===== config.mk =====
export PLATFORM = sky130hd
export DESIGN_NAME = cargo_stop_scheduler
export DESIGN_NICKNAME = d
export VERILOG_FILES = /design/src/rtl/cargo_stop_scheduler.sv
export SDC_FILE = /design/constraint.sdc
export NUM_CORES = 1
export LEC_CHECK = 0
export ABC_AREA = 1
export CAP_MARGIN = 20
export CORE_ASPECT_RATIO = 2
export CORE_UTILIZATION = 49
export CTS_CLUSTER_DIAMETER = 60
export CTS_CLUSTER_SIZE = 14
export DETAILED_ROUTE_END_ITERATION = 16
export PLACE_DENSITY_LB_ADDON = 0.08
export SETUP_SLACK_MARGIN = 0.3
export SLEW_MARGIN = 20
export SYNTH_ARGS = -nofsm -noshare
export SYNTH_HDL_FRONTEND = slang
export SYNTH_SLANG_ARGS = --single-unit

===== constraint.sdc =====
create_clock -name clock -period 6.4 [get_ports clock]
set_clock_uncertainty 0.15 [all_clocks]
set_input_delay 1.6 -clock clock [delete_from_list [all_inputs] [get_ports clock]]
set_output_delay 1.6 -clock clock [all_outputs]
set_load 0.02 [all_outputs]

===== src/rtl/cargo_stop_scheduler.sv =====
// Cargo elevator stop scheduler.
// Keeps a 4-entry table of pickup/drop orders, services the current floor on
// parada_concluida, and runs a sweep (SCAN-style) direction FSM that picks the
// next floor to visit. All scheduling outputs are registered.
module cargo_stop_scheduler (
  input  logic       clock,
  input  logic       reset,
  input  logic       req_valid,
  input  logic [1:0] req_origem,
  input  logic [1:0] req_destino,
  output logic       req_ready,
  output logic       req_rejeitado,
  input  logic [1:0] andarAtual,
  input  logic       parada_concluida,
  output logic [1:0] proxParada,
  output logic       temDestino,
  output logic       sobe,
  output logic       eh_origem,
  output logic       eh_destino,
  output logic [2:0] ocupacao
);

  typedef enum logic [1:0] {
    OCIOSO   = 2'd0,
    SUBINDO  = 2'd1,
    DESCENDO = 2'd2
  } dir_t;

  // fase = 0: waiting for pickup at origem; fase = 1: loaded, heading to destino
  typedef struct packed {
    logic       valid;
    logic       fase;
    logic [1:0] origem;
    logic [1:0] destino;
  } entry_t;

  entry_t     tbl_q [4];
  entry_t     tbl_d [4];
  logic [2:0] occ_d;
  logic       service;
  logic       accept;
  logic       reject;
  logic       placed;

  dir_t       state_q;
  dir_t       state_d;

  logic [3:0] tgt_mask;
  logic [3:0] org_mask;
  logic [3:0] dst_mask;
  logic       any_tgt;
  logic       has_ge;
  logic       has_le;
  logic       has_lt;
  logic [1:0] min_ge;
  logic [1:0] max_le;
  logic [1:0] max_lt;
  logic [1:0] d_up;
  logic [1:0] d_dn;

  logic [1:0] prox_d;
  logic       tem_d;
  logic       sobe_d;
  logic       eho_d;
  logic       ehd_d;

  assign req_ready = (ocupacao < 3'd4);
  // A pulse with nothing scheduled is ignored entirely.
  assign service   = parada_concluida & temDestino;
  assign accept    = req_valid & req_ready & (req_origem != req_destino);
  assign reject    = req_valid & req_ready & (req_origem == req_destino);

  // Next table contents: service the current floor, then place any new order.
  // NOTE: combinational blocks use blocking '=' and give every output a default
  // first, so no latch is inferred; clocked blocks use non-blocking '<='.
  always_comb begin
    tbl_d  = tbl_q;
    placed = 1'b0;
    for (int i = 0; i < 4; i++) begin
      // Decisions are taken from the old fase, so a promotion and a
      // retirement can never both hit one entry on the same pulse.
      if (service && tbl_q[i].valid) begin
        if (!tbl_q[i].fase && tbl_q[i].origem == andarAtual)
          tbl_d[i].fase = 1'b1;
        else if (tbl_q[i].fase && tbl_q[i].destino == andarAtual)
          tbl_d[i].valid = 1'b0;
      end
    end
    // Free slots are judged on the old table, so a new order never lands in
    // a slot being serviced on this same edge and is not serviced by it.
    for (int i = 0; i < 4; i++) begin
      if (accept && !placed && !tbl_q[i].valid) begin
        tbl_d[i].valid   = 1'b1;
        tbl_d[i].fase    = 1'b0;
        tbl_d[i].origem  = req_origem;
        tbl_d[i].destino = req_destino;
        placed           = 1'b1;
      end
    end
  end

  // Occupancy of the next table, so ocupacao tracks the table edge for edge.
  always_comb begin
    occ_d = 3'd0;
    for (int i = 0; i < 4; i++)
      occ_d = occ_d + 3'(tbl_d[i].valid);
  end

  // Order table, occupancy and reject pulse registers.
  // NOTE: the table is only four entries of flops, so every field is reset
  // rather than just the valid bits; this keeps X out of the target masks.
  always_ff @(posedge clock or negedge reset) begin
    if (!reset) begin
      for (int i = 0; i < 4; i++)
        tbl_q[i] <= '0;
      ocupacao      <= 3'd0;
      req_rejeitado <= 1'b0;
    end else begin
      tbl_q         <= tbl_d;
      ocupacao      <= occ_d;
      req_rejeitado <= reject;
    end
  end

  // Per-floor masks of pending targets, pickups and drops.
  always_comb begin
    tgt_mask = 4'b0;
    org_mask = 4'b0;
    dst_mask = 4'b0;
    for (int i = 0; i < 4; i++) begin
      if (tbl_q[i].valid) begin
        if (!tbl_q[i].fase) begin
          tgt_mask[tbl_q[i].origem] = 1'b1;
          org_mask[tbl_q[i].origem] = 1'b1;
        end else begin
          tgt_mask[tbl_q[i].destino] = 1'b1;
          dst_mask[tbl_q[i].destino] = 1'b1;
        end
      end
    end
  end

  // Nearest targets at/above and at/below the car.
  always_comb begin
    has_ge = 1'b0;
    has_le = 1'b0;
    has_lt = 1'b0;
    min_ge = 2'd0;
    max_le = 2'd0;
    max_lt = 2'd0;
    // Descending scan leaves the smallest qualifying floor.
    for (int f = 3; f >= 0; f--) begin
      if (tgt_mask[f] && 2'(f) >= andarAtual) begin
        has_ge = 1'b1;
        min_ge = 2'(f);
      end
    end
    // Ascending scan leaves the largest qualifying floor.
    for (int f = 0; f < 4; f++) begin
      if (tgt_mask[f] && 2'(f) <= andarAtual) begin
        has_le = 1'b1;
        max_le = 2'(f);
      end
      if (tgt_mask[f] && 2'(f) < andarAtual) begin
        has_lt = 1'b1;
        max_lt = 2'(f);
      end
    end
  end

  assign any_tgt = |tgt_mask;
  assign d_up    = min_ge - andarAtual;
  assign d_dn    = andarAtual - max_lt;

  // Direction FSM: state register.
  always_ff @(posedge clock or negedge reset) begin
    if (!reset) state_q <= OCIOSO;
    else        state_q <= state_d;
  end

  // Direction FSM: next state. Keep sweeping while targets lie ahead,
  // otherwise reverse; from idle head for the nearest target (ties go up).
  always_comb begin
    state_d = state_q;
    if (!any_tgt) begin
      state_d = OCIOSO;
    end else begin
      case (state_q)
        OCIOSO:   state_d = (has_ge && (!has_lt || d_up <= d_dn)) ? SUBINDO : DESCENDO;
        SUBINDO:  state_d = has_ge ? SUBINDO : DESCENDO;
        DESCENDO: state_d = has_le ? DESCENDO : SUBINDO;
        default:  state_d = OCIOSO;
      endcase
    end
  end

  // Direction FSM: output values for the next cycle. Going up always lands
  // on min_ge and going down on max_le: after a reversal the floor the car
  // sits on holds no target, so those equal the strict-inequality picks.
  always_comb begin
    prox_d = proxParada;
    tem_d  = 1'b0;
    sobe_d = 1'b0;
    case (state_d)
      SUBINDO: begin
        prox_d = min_ge;
        tem_d  = 1'b1;
        sobe_d = 1'b1;
      end
      DESCENDO: begin
        prox_d = max_le;
        tem_d  = 1'b1;
      end
      default: ;
    endcase
    eho_d = tem_d & org_mask[prox_d];
    ehd_d = tem_d & dst_mask[prox_d];
  end

  // Registered scheduling outputs.
  always_ff @(posedge clock or negedge reset) begin
    if (!reset) begin
      proxParada <= 2'd0;
      temDestino <= 1'b0;
      sobe       <= 1'b0;
      eh_origem  <= 1'b0;
      eh_destino <= 1'b0;
    end else begin
      proxParada <= prox_d;
      temDestino <= tem_d;
      sobe       <= sobe_d;
      eh_origem  <= eho_d;
      eh_destino <= ehd_d;
    end
  end

endmodule

==> results of run 1 <==
state kept, by name, indices dropped and copies added, names as in the netlist:
| signal | count |
|---|---|
| proxParada | 2 |
| state_q | 2 |
| eh_destino | 1 |
| tbl_q | 24 |
| temDestino | 1 |
| req_rejeitado | 1 |
| eh_origem | 1 |
| ocupacao | 3 |
| sobe | 1 |
worst reg2reg max path, delay by kind of cell, from the launching register on:
family / cells / cell delay (ps)
compound gates: 2 / 440
xor+xnor: 2 / 310
fa+ha+maj: 3 / 820
buf+inv: 4 / 360
flops: 1 / 580
simple gates: 16 / 1560
cell type report:
cell class / count / area [µm²] / share of cell area [%]
clock buffers: 6 / 72.6 / 2.59
clock inverters: 1 / 5.00 / 0.178
inverters: 53 / 201 / 7.18
multi-input cells: 240 / 1340 / 47.7
flip-flops and latches: 36 / 901 / 32.1
well taps: 57 / 71.3 / 2.54
repair buffers: 23 / 218 / 7.76
cell usage in the layout (no fill, tap or decap), types with 2 or more instances in the layout:
| cell type | instances |
|---|---|
| inv_1 | 34 |
| dfrtp_1 | 36 |
| or2_2 | 2 |
| nor2_1 | 28 |
| o41ai_1 | 2 |
| nand3_1 | 32 |
| nand3_2 | 2 |
| o21ai_0 | 19 |
| ha_1 | 8 |
| inv_2 | 18 |
| a21oi_1 | 9 |
| buf_4 | 3 |
| nand2_4 | 2 |
| o21ai_1 | 2 |
| clkbuf_8 | 5 |
| nor2_2 | 9 |
| nand2_1 | 72 |
| nand4_1 | 12 |
| o22ai_1 | 7 |
| nand2_2 | 11 |
| xor2_1 | 2 |
| clkdlybuf4s50_1 | 19 |
| a21oi_2 | 2 |
| nor2_4 | 4 |
kinds of logic (layout without fill, tap and decap cells):
| family | after synthesis | count (layout) | share of synthesized area (%) |
|---|---|---|---|
| xor gates and xnor gates | 3 | 3 | 1.06 |
| AOI/OAI and AO/OA | 49 | 49 | 12.1 |
| DFF | 36 | 36 | 36.4 |
| adders and majority gates | 9 | 9 | 4.85 |
| buffers and inverters | 59 | 83 | 9.55 |
| and+or+nand+nor | 179 | 179 | 36.0 |
synthesized netlist by cell type, drive strengths merged (2+ instances only):
master / count
ha: 8
dfrtp: 36
o21ai: 22
inv: 53
xor2: 2
buf: 4
nand2: 85
nor2: 41
or2: 2
o22ai: 8
nand3: 35
o41ai: 2
a21oi: 11
clkbuf: 2
nand4: 12
nor3: 3
metal layers:
metal	up-vias	track usage (%)	share of wire, %	routed length, µm
li1	1144	-	-	-
met3	30	3.69	3.1	199
met5	-	0	0	0
met4	0	19.4	6.4	411
met2	72	51.9	56	3560
met1	1082	26.1	35	2240
through the flow:
| stage | cell area (µm²) | hold WS (ps) | std cells | setup WS (ps) | util (%) |
|---|---|---|---|---|---|
| 2_1_floorplan | 2470 | 381 | 335 | 1590 | - |
| 3_3_place_gp | 2730 | 385 | 409 | 810 | 56.1 |
| 3_5_place_dp | 2730 | 377 | 409 | 663 | 56.1 |
| 4_1_cts | 2810 | 395 | 416 | 971 | 57.7 |
| 5_1_grt | 2810 | 428 | 416 | 632 | 57.7 |
| 6_report | 2810 | 386 | 416 | 970 | 57.7 |
final timing paths:
kind | start | to | slack [ps] | depth (start not counted)
max | andarAtual[1] | eh_destino | 970 | 23
min | proxParada[1] | proxParada[1] | 390 | 2
max reg2reg | tbl_q[11] | eh_destino | 2120 | 27
min reg2reg | proxParada[1] | proxParada[1] | 390 | 2
max in group asynchronous | reset | state_q[1] | 4350 | 1
min in group asynchronous | reset | tbl_q[4] | 1240 | 1
==> run summary, run 1 <==
Port bufs = 20
Worst-path clk slew = 70 ps
Register area share after synthesis = 36.4%
Final WL = 6.42 mm
Unique cell type count in the Yosys netlist = 42
Post-DRT Antenna Nets = 0
Post-route DRC = 0
RSZ-0062 raised after global routing = no
CP Launch Type = input port
Mapped Cells = 335
Routability cong. = 0.868
PostCTS Resize Cnt = 0
Largest net degree at the start of global routing = 37
Number of global-route vias before repair = 2348
Top Ports = 21
Status = finished clean
Top post-synthesis cells by area = dfrtp_1 (36%), nand2_1 (11%), nand3_1 (6.5%), inv_1 (5.2%), nor2_1 (4.2%)
Worst EP arrival = 5510 ps
Core area = 0.00486 mm²
Total clock sinks = 36
Final global-route overflow total = 0
Hold buffers post-CTS = 0
Routed wire per std cell = 15.4 µm
Slew @ Worst Pin = 802 ps
Final slew viol count = 0
Layout cell share with drive strength beyond 1 = 18.4%
GRT Resource Usage Total = 27.6%
First-pass DRT Iterations = 4
Critical-path cell list = clkdlybuf4s50_1, inv_1, nand2_2, nand2_2, nand2_1, ha_1, xnor2_1, xor2_1, ha_1, inv_1, nor2_1, o211ai_1, nand3_1, a21oi_1, inv_1, ha_1, inv_1, or2_2, nand2_4, nand2_1, nand3_1, nand2_1, nor2_1
CP delay by family, top = buffers and inverters
Flops & latches, synth = 36
Number of synthesized flops with an enable pin = 0
Mapped Nets = 354
Initial antenna violation count = 0
Avg Cell Area, Syn = 7.39 µm²
Kind of critical path = in2reg
CP most frequent cell = inv_1
Vias per inst = 5.60
Setup bufs post-CTS = 0
Crit path max fanout = 11
Layout Nets = 378
Fin crit share = 84.8%
Peak Freq = 0.184 GHz
Final hold vios = 0
Initial Utilization = 50.9%
Syn Std Cell Area = 0.00247 mm²
Drt initial violations = 71
Clk_lat worst skew = 290 ps
HPWL after DPL = 5.16 mm
Largest area contributor in the netlist = dfrtp_1
Die Wd = 52.3 µm
Clock tree buffer depth = 2
Synth warn = 0
Setup TNS = 0 ps
Die Y = 103 µm
H-tree Lvls = 2
Synth Flop Type = dfrtp_1
Total of max-cap violations = 0
Async set-reset flop share out of synthesis = 100%
Share of the synthesized area in the top cell type = 36.4%
CTS tree = built
Critical path endpoint category = flip-flop
Critical Path Max Stage Delay = 640 ps
Setup violations, final = 0
Fillers = 485
Syn-to-layout area delta = 13.4%
Hold WC Path Type = reg2reg
Slew headroom = 46.5%
FP Rows = 36
Via count = 2328
Antenna diode count = 0
First-pass GRT wire length = 10.6 mm
CTS buffer count = 5
Die area = 0.00536 mm²
Worst path buffer plus inverter count = 5
Final min period = 5430 ps
Clock root buffer = clkbuf_8
Critical-path top delay cell = clkdlybuf4s50_1
CP required = 6480 ps
Power of run 1 is not shown: default switching activity piles up to over one toggle a cycle in this logic, so the estimate is an artifact.
==> run 2, diff against run 1 <==
Clock period 6.4 ns to 5.2 ns, I/O delays scaled along.
==> run 2 against run 1 <==
Via count fell by 1.4%. Critical path depth grew 1. Global-route usage decreased by 0.72 points. Core utilization increased by 1.6 points. Non-clock buffer count grew 5. Cell count increased by 1.4%. Worst setup slack lost 100 ps. Die area unchanged. Critical path type unchanged. Sequential share of layout area shrank 0.85 points. Worst hold slack gained 2.6 ps. Clock-buffer cell count did not move. First-iteration DRC count is 8.5% lower.
==> run summary, run 2 (synthesis gave the netlist of run 1 again) <==
Status = finished clean
Final global-route overflow total = 0 (unchanged)
First-pass GRT wire length = 10.1 mm (-4.6%)
Most frequent cells in the layout = nand2_1 (72), dfrtp_1 (36), inv_1 (34), nand3_1 (32), nor2_1 (28)
Number of global-route vias before repair = 2209 (-5.9%)
Critical path depth in cells = 24 (+4.3%)
Port bufs = 20 (unchanged)
Final slew viol count = 0 (unchanged)
Final hold vios = 0 (unchanged)
Largest register FFs = 24 (unchanged)
Hold WC Path Type = reg2reg
Clk_lat worst skew = 310 ps (+20 ps)
Critical-path top delay cell = ha_1
Worst path buffer plus inverter count = 4 (-1)
Critical path endpoint category = flip-flop
Largest net degree at the start of global routing = 37 (unchanged)
Hold Startpoint = proxParada[1]
Slew headroom = 44.8% (-1.7 points)
Routability cong. = 0.846 (-2.6%)
Initial Utilization = 50.9% (unchanged)
PostCTS Resize Cnt = 0 (unchanged)
Critical-path cell list = dlymetal6s2s_1, nand2_1, nand2_2, nand2_1, nand2_2, nand2_1, ha_1, xnor2_1, xor2_1, ha_1, inv_1, nor2_1, o211ai_1, nand3_1, a21oi_2, inv_1, ha_1, inv_1, or2_2, nand2_4, nand2_1, nand3_1, nand2_1, nor2_1
Hold depth = 2 (unchanged)
Initial antenna violation count = 0 (unchanged)
Total of max-cap violations = 0 (unchanged)
Setup TNS = 0 ps (unchanged)
Fin crit share = 83.3%
CTS tree = built
Hold buffers post-CTS = 0 (unchanged)
Biggest register = tbl_q
Vias per inst = 5.44 (-2.8%)
Die Y = 103 µm (unchanged)
Worst r2r src = tbl_q[11]
FP Rows = 36 (unchanged)
Layout cell share with drive strength beyond 1 = 20.0% (+1.6 points)
Die Wd = 52.3 µm (unchanged)
Clock root buffer = clkbuf_8
Core area = 0.00486 mm² (unchanged)
Final min period = 4330 ps
Peak Freq = 0.231 GHz
Routed wire per std cell = 15.1 µm (-2.1%)
Die area = 0.00536 mm² (unchanged)
Clock tree buffer depth = 2 (unchanged)
CP Launch Point = andarAtual[1]
CP most frequent cell = nand2_1
Top Ports = 21 (unchanged)
R2R depth = 27 (unchanged)
Setup violations, final = 0 (unchanged)
Biggest regs = tbl_q: 24 flops, ocupacao: 3 flops
CP delay by family, top = simple AND/OR/NAND/NOR gates
Critical Path Max Stage Delay = 310 ps (-330 ps)
Crit path max fanout = 7 (-4)
Layout Nets = 383 (+1.3%)
Worst-path clk slew = 80 ps (about the same)
First-pass DRT Iterations = 4 (unchanged)
Kind of critical path = in2reg
Drt initial violations = 65 (-8.5%)
GRT Resource Usage Total = 26.9% (-0.72 points)
Worst EP arrival = 4420 ps (-1090 ps)
Slew @ Worst Pin = 828 ps (+25.2 ps)
Final WL = 6.37 mm (-0.70%)
CP Launch Type = input port
RSZ-0062 raised after global routing = no
Total clock sinks = 36 (unchanged)
HPWL after DPL = 5.08 mm (-1.5%)
Post-route DRC = 0 (unchanged)
Post-DRT Antenna Nets = 0 (unchanged)
Via count = 2296 (-1.4%)
Syn-to-layout area delta = 16.5%
H-tree Lvls = 2 (unchanged)
CP required = 5290 ps (-1190 ps)
Antenna diode count = 0 (unchanged)
Most common cell after layout, fill and taps aside = nand2_1
Setup bufs post-CTS = 0 (unchanged)
CTS buffer count = 5 (unchanged)
-- run 2: cell type report --
cell class / count / area (µm²)
fill: 475 / 1980
multi-input combinational: 240 / 1340
inverter: 53 / 201
clock buffer: 6 / 72.6
clock inverter: 2 / 35.0
sequential: 36 / 901
tap: 57 / 71.3
timing repair buffer: 28 / 260
-- run 2: per-stage QoR --
step / util, % / worst slack, ps / std cells / hold slack (ps) / area [µm²]
floorplan: - / 686 / 335 / 381 / 2470
global placement: 56.9 / 252 / 414 / 379 / 2770
detailed placement: 56.9 / 113 / 414 / 377 / 2770
CTS: 59.1 / 423 / 422 / 396 / 2870
global route: 59.3 / 560 / 422 / 416 / 2880
finish: 59.3 / 871 / 422 / 389 / 2880
-- run 2: final timing paths --
check | end | slack (ps)
max in group asynchronous | tbl_q[15] | 3430
hold / removal | proxParada[1] | 390
hold reg to reg | proxParada[1] | 390
min in group asynchronous | sobe | 940
setup reg to reg | eh_destino | 1180
setup / recovery | eh_destino | 870
-- run 2: tightest hold or removal path, stage by stage (launching register included) --
cell and delay [ps]:
dfrtp_1 360, o21ai_2 80, inv_2 60
-- run 2: layer usage --
| metal | wire [µm] | global-route usage [%] | vias up |
|---|---|---|---|
| met1 | 2270 | 26.0 | 1048 |
| met3 | 238 | 4.42 | 20 |
| met2 | 3590 | 50.2 | 65 |
| met4 | 279 | 17.2 | 0 |
| met5 | 0 | 0 | - |
| li1 | - | - | 1163 |
Power of run 2 is left out for the same reason.
==> run 3, diff against run 2 <==
Clock period 5.2 ns to 4 ns, I/O delays scaled along.
==> run 3 against run 2 <==
Critical endpoint is now eh_origem. Critical path depth up 2. First-iteration DRC count is 3.1% higher. Worst setup slack lost 630 ps. Core utilization increased by 11 points. Non-clock buffer count increased by 52. Clock-buffer cell count up 1. Die area did not move. Highest routed layer unchanged. Global-route usage rose by 2.7 points. Sequential cell count unchanged. Sequential share of layout area decreased by 4.6 points. Routed wire length increased by 14%.
==> run summary, run 3 (synthesis gave the netlist of run 1 again) <==
Status = finished clean
Final min period = 3760 ps
Met3 usage = 5.60% (+1.2 points)
First-pass DRT Iterations = 4 (unchanged)
Fin Hold WS = 409 ps (+20.3 ps)
Most common cell after layout, fill and taps aside = nand2_1
Peak Freq = 0.266 GHz
Syn-to-layout area delta = 37.7%
Antenna diode count = 0 (unchanged)
Critical path endpoint category = flip-flop
Final hold vios = 0 (unchanged)
Kind of critical path = reg2reg
Final core occ = 70.0% (+11 points)
First-pass GRT wire length = 11.3 mm (+11%)
Fillers = 426 (-10%)
Reg2reg end = eh_origem
Hold buffers post-CTS = 0 (unchanged)
Post-route DRC = 0 (unchanged)
Biggest regs = tbl_q: 24 flops, ocupacao: 3 flops
Flop2flop setup slack = 240 ps (-940 ps)
Core area = 0.00486 mm² (unchanged)
RSZ-0062 raised after global routing = yes
Hold WC Path Type = reg2reg
Placement Cell Area = 0.00298 mm² (+7.6%)
Worst-path clk slew = 80 ps (about the same)
Final WL = 7.29 mm (+14%)
Final instance area = 0.00341 mm² (+18%)
WHS Endpoint = req_rejeitado
Routed wire per std cell = 15.4 µm (+1.9%)
Initial antenna violation count = 0 (unchanged)
Drt initial violations = 67 (+3.1%)
Reg area = 907 µm² (+0.69%)
Critical-path top delay cell = dfrtp_1
Layout cell share with drive strength beyond 1 = 37.2% (+17 points)
Top Ports = 21 (unchanged)
Fin crit share = 94.1%
Slew @ Worst Pin = 820 ps (-7.93 ps)
Biggest register = tbl_q
Port bufs = 20 (unchanged)
Setup TNS = 0 ps (unchanged)
Post-DRT Antenna Nets = 0 (unchanged)
CP most frequent cell = nand2_2
Worst r2r src = tbl_q[9]
GRT Resource Usage Total = 29.7% (+2.7 points)
FP Rows = 36 (unchanged)
Crit path max fanout = 7 (unchanged)
Total clock sinks = 36 (unchanged)
Layout Nets = 435 (+14%)
Vias per inst = 5.37 (-1.3%)
Die Wd = 52.3 µm (unchanged)
CTS buffer count = 5 (unchanged)
Hold depth = 3 (+1)
Die Y = 103 µm (unchanged)
CP required = 4080 ps (-1210 ps)
Routability cong. = 0.887 (+4.9%)
Gr busiest metal = met2
Number of global-route vias before repair = 2590 (+17%)
Critical Path Max Stage Delay = 450 ps (+140 ps)
Worst EP arrival = 3850 ps (-570 ps)
Via count = 2545 (+11%)
Largest register FFs = 24 (unchanged)
Largest net degree at the start of global routing = 37 (unchanged)
Clock tree buffer depth = 2 (unchanged)
HPWL after DPL = 5.35 mm (+5.4%)
Clock root buffer = clkbuf_8
Met1 Track Usage GR = 26.3% (+0.26 points)
R2R depth = 26 (-3.7%)
Final global-route overflow total = 0 (unchanged)
Clk_lat worst skew = 300 ps (about the same)
Final slew viol count = 0 (unchanged)
Slew headroom = 45.4% (+0.53 points)
Hold Startpoint = ocupacao[2]
CTS tree = built
Die area = 0.00536 mm² (unchanged)
H-tree Lvls = 2 (unchanged)
Most frequent cells in the layout = nand2_1 (66), buf_4 (57), dfrtp_1 (31), nand3_1 (29), inv_1 (28)
CP Launch Type = flip-flop
Total of max-cap violations = 0 (unchanged)
Initial Utilization = 50.9% (unchanged)
Setup violations, final = 0 (unchanged)
Met2 GRT Util = 57.4% (+7.2 points)
Area taken by multi-input logic gates = 0.00144 mm² (+7.4%)
[run 3: cell types whose count changed in the layout (fill, tap and decap cells not counted), moves of 4 or more]
cell | previous run | this run
buf_6 | 0 | 4
inv_1 | 34 | 28
nand2_2 | 11 | 17
dfrtp_1 | 36 | 31
nand2_1 | 72 | 66
buf_4 | 8 | 57
dfrtp_2 | 0 | 5
[run 3: cell type report]
type                            count  area share (%)
Timing Repair Buffer               80            19.2
Multi-Input combinational cell    240            42.3
Clock buffer                        7            2.83
Tap cell                           57            2.09
Sequential cell                    36            26.6
Inverter                           53            6.13
Clock inverter                      1           0.881
[run 3: worst max-delay path, delay by kind of cell, from the launching register on]
| kind | cells | cell delay (ps) |
|---|---|---|
| buffers and inverters | 3 | 160 |
| flip-flops | 1 | 450 |
| XOR/XNOR | 2 | 260 |
| AND/OR/NAND/NOR | 16 | 1510 |
| adder cells (fa/ha/maj) | 3 | 750 |
| AO/OA/AOI/OAI | 2 | 390 |
[run 3: routing by layer]
| metal | part of all wire (%) | routed length [µm] |
|---|---|---|
| met1 | 33 | 2380 |
| met2 | 57 | 4150 |
| met3 | 3.8 | 275 |
| met4 | 6.7 | 489 |
| met5 | 0 | 0 |
[run 3: timing repair]
action,4_1_cts,5_1_grt
setup buffers,20,8
resized for setup,27,14
cloned,0,0
hold endpoints to repair,0,0
setup endpoints to repair,5,4
pin swaps,18,4
[run 3: metrics by stage]
stage,setup WS (ps),cells
floorplan,135,335
global placement,-421,438
detailed placement,-536,438
CTS,241,466
global route,-21.0,474
finish,236,474
[run 3: worst max path at each step]
stage | start | end | depth (start not counted)
floorplan | andarAtual[0] | eh_origem | 24
global placement | andarAtual[0] | eh_destino | 23
detailed placement | andarAtual[1] | eh_destino | 24
CTS | tbl_q[10] | eh_origem | 27
global route | tbl_q[23] | eh_destino | 27
finish | tbl_q[9] | eh_origem | 26
Power of run 3 is left out for the same reason.
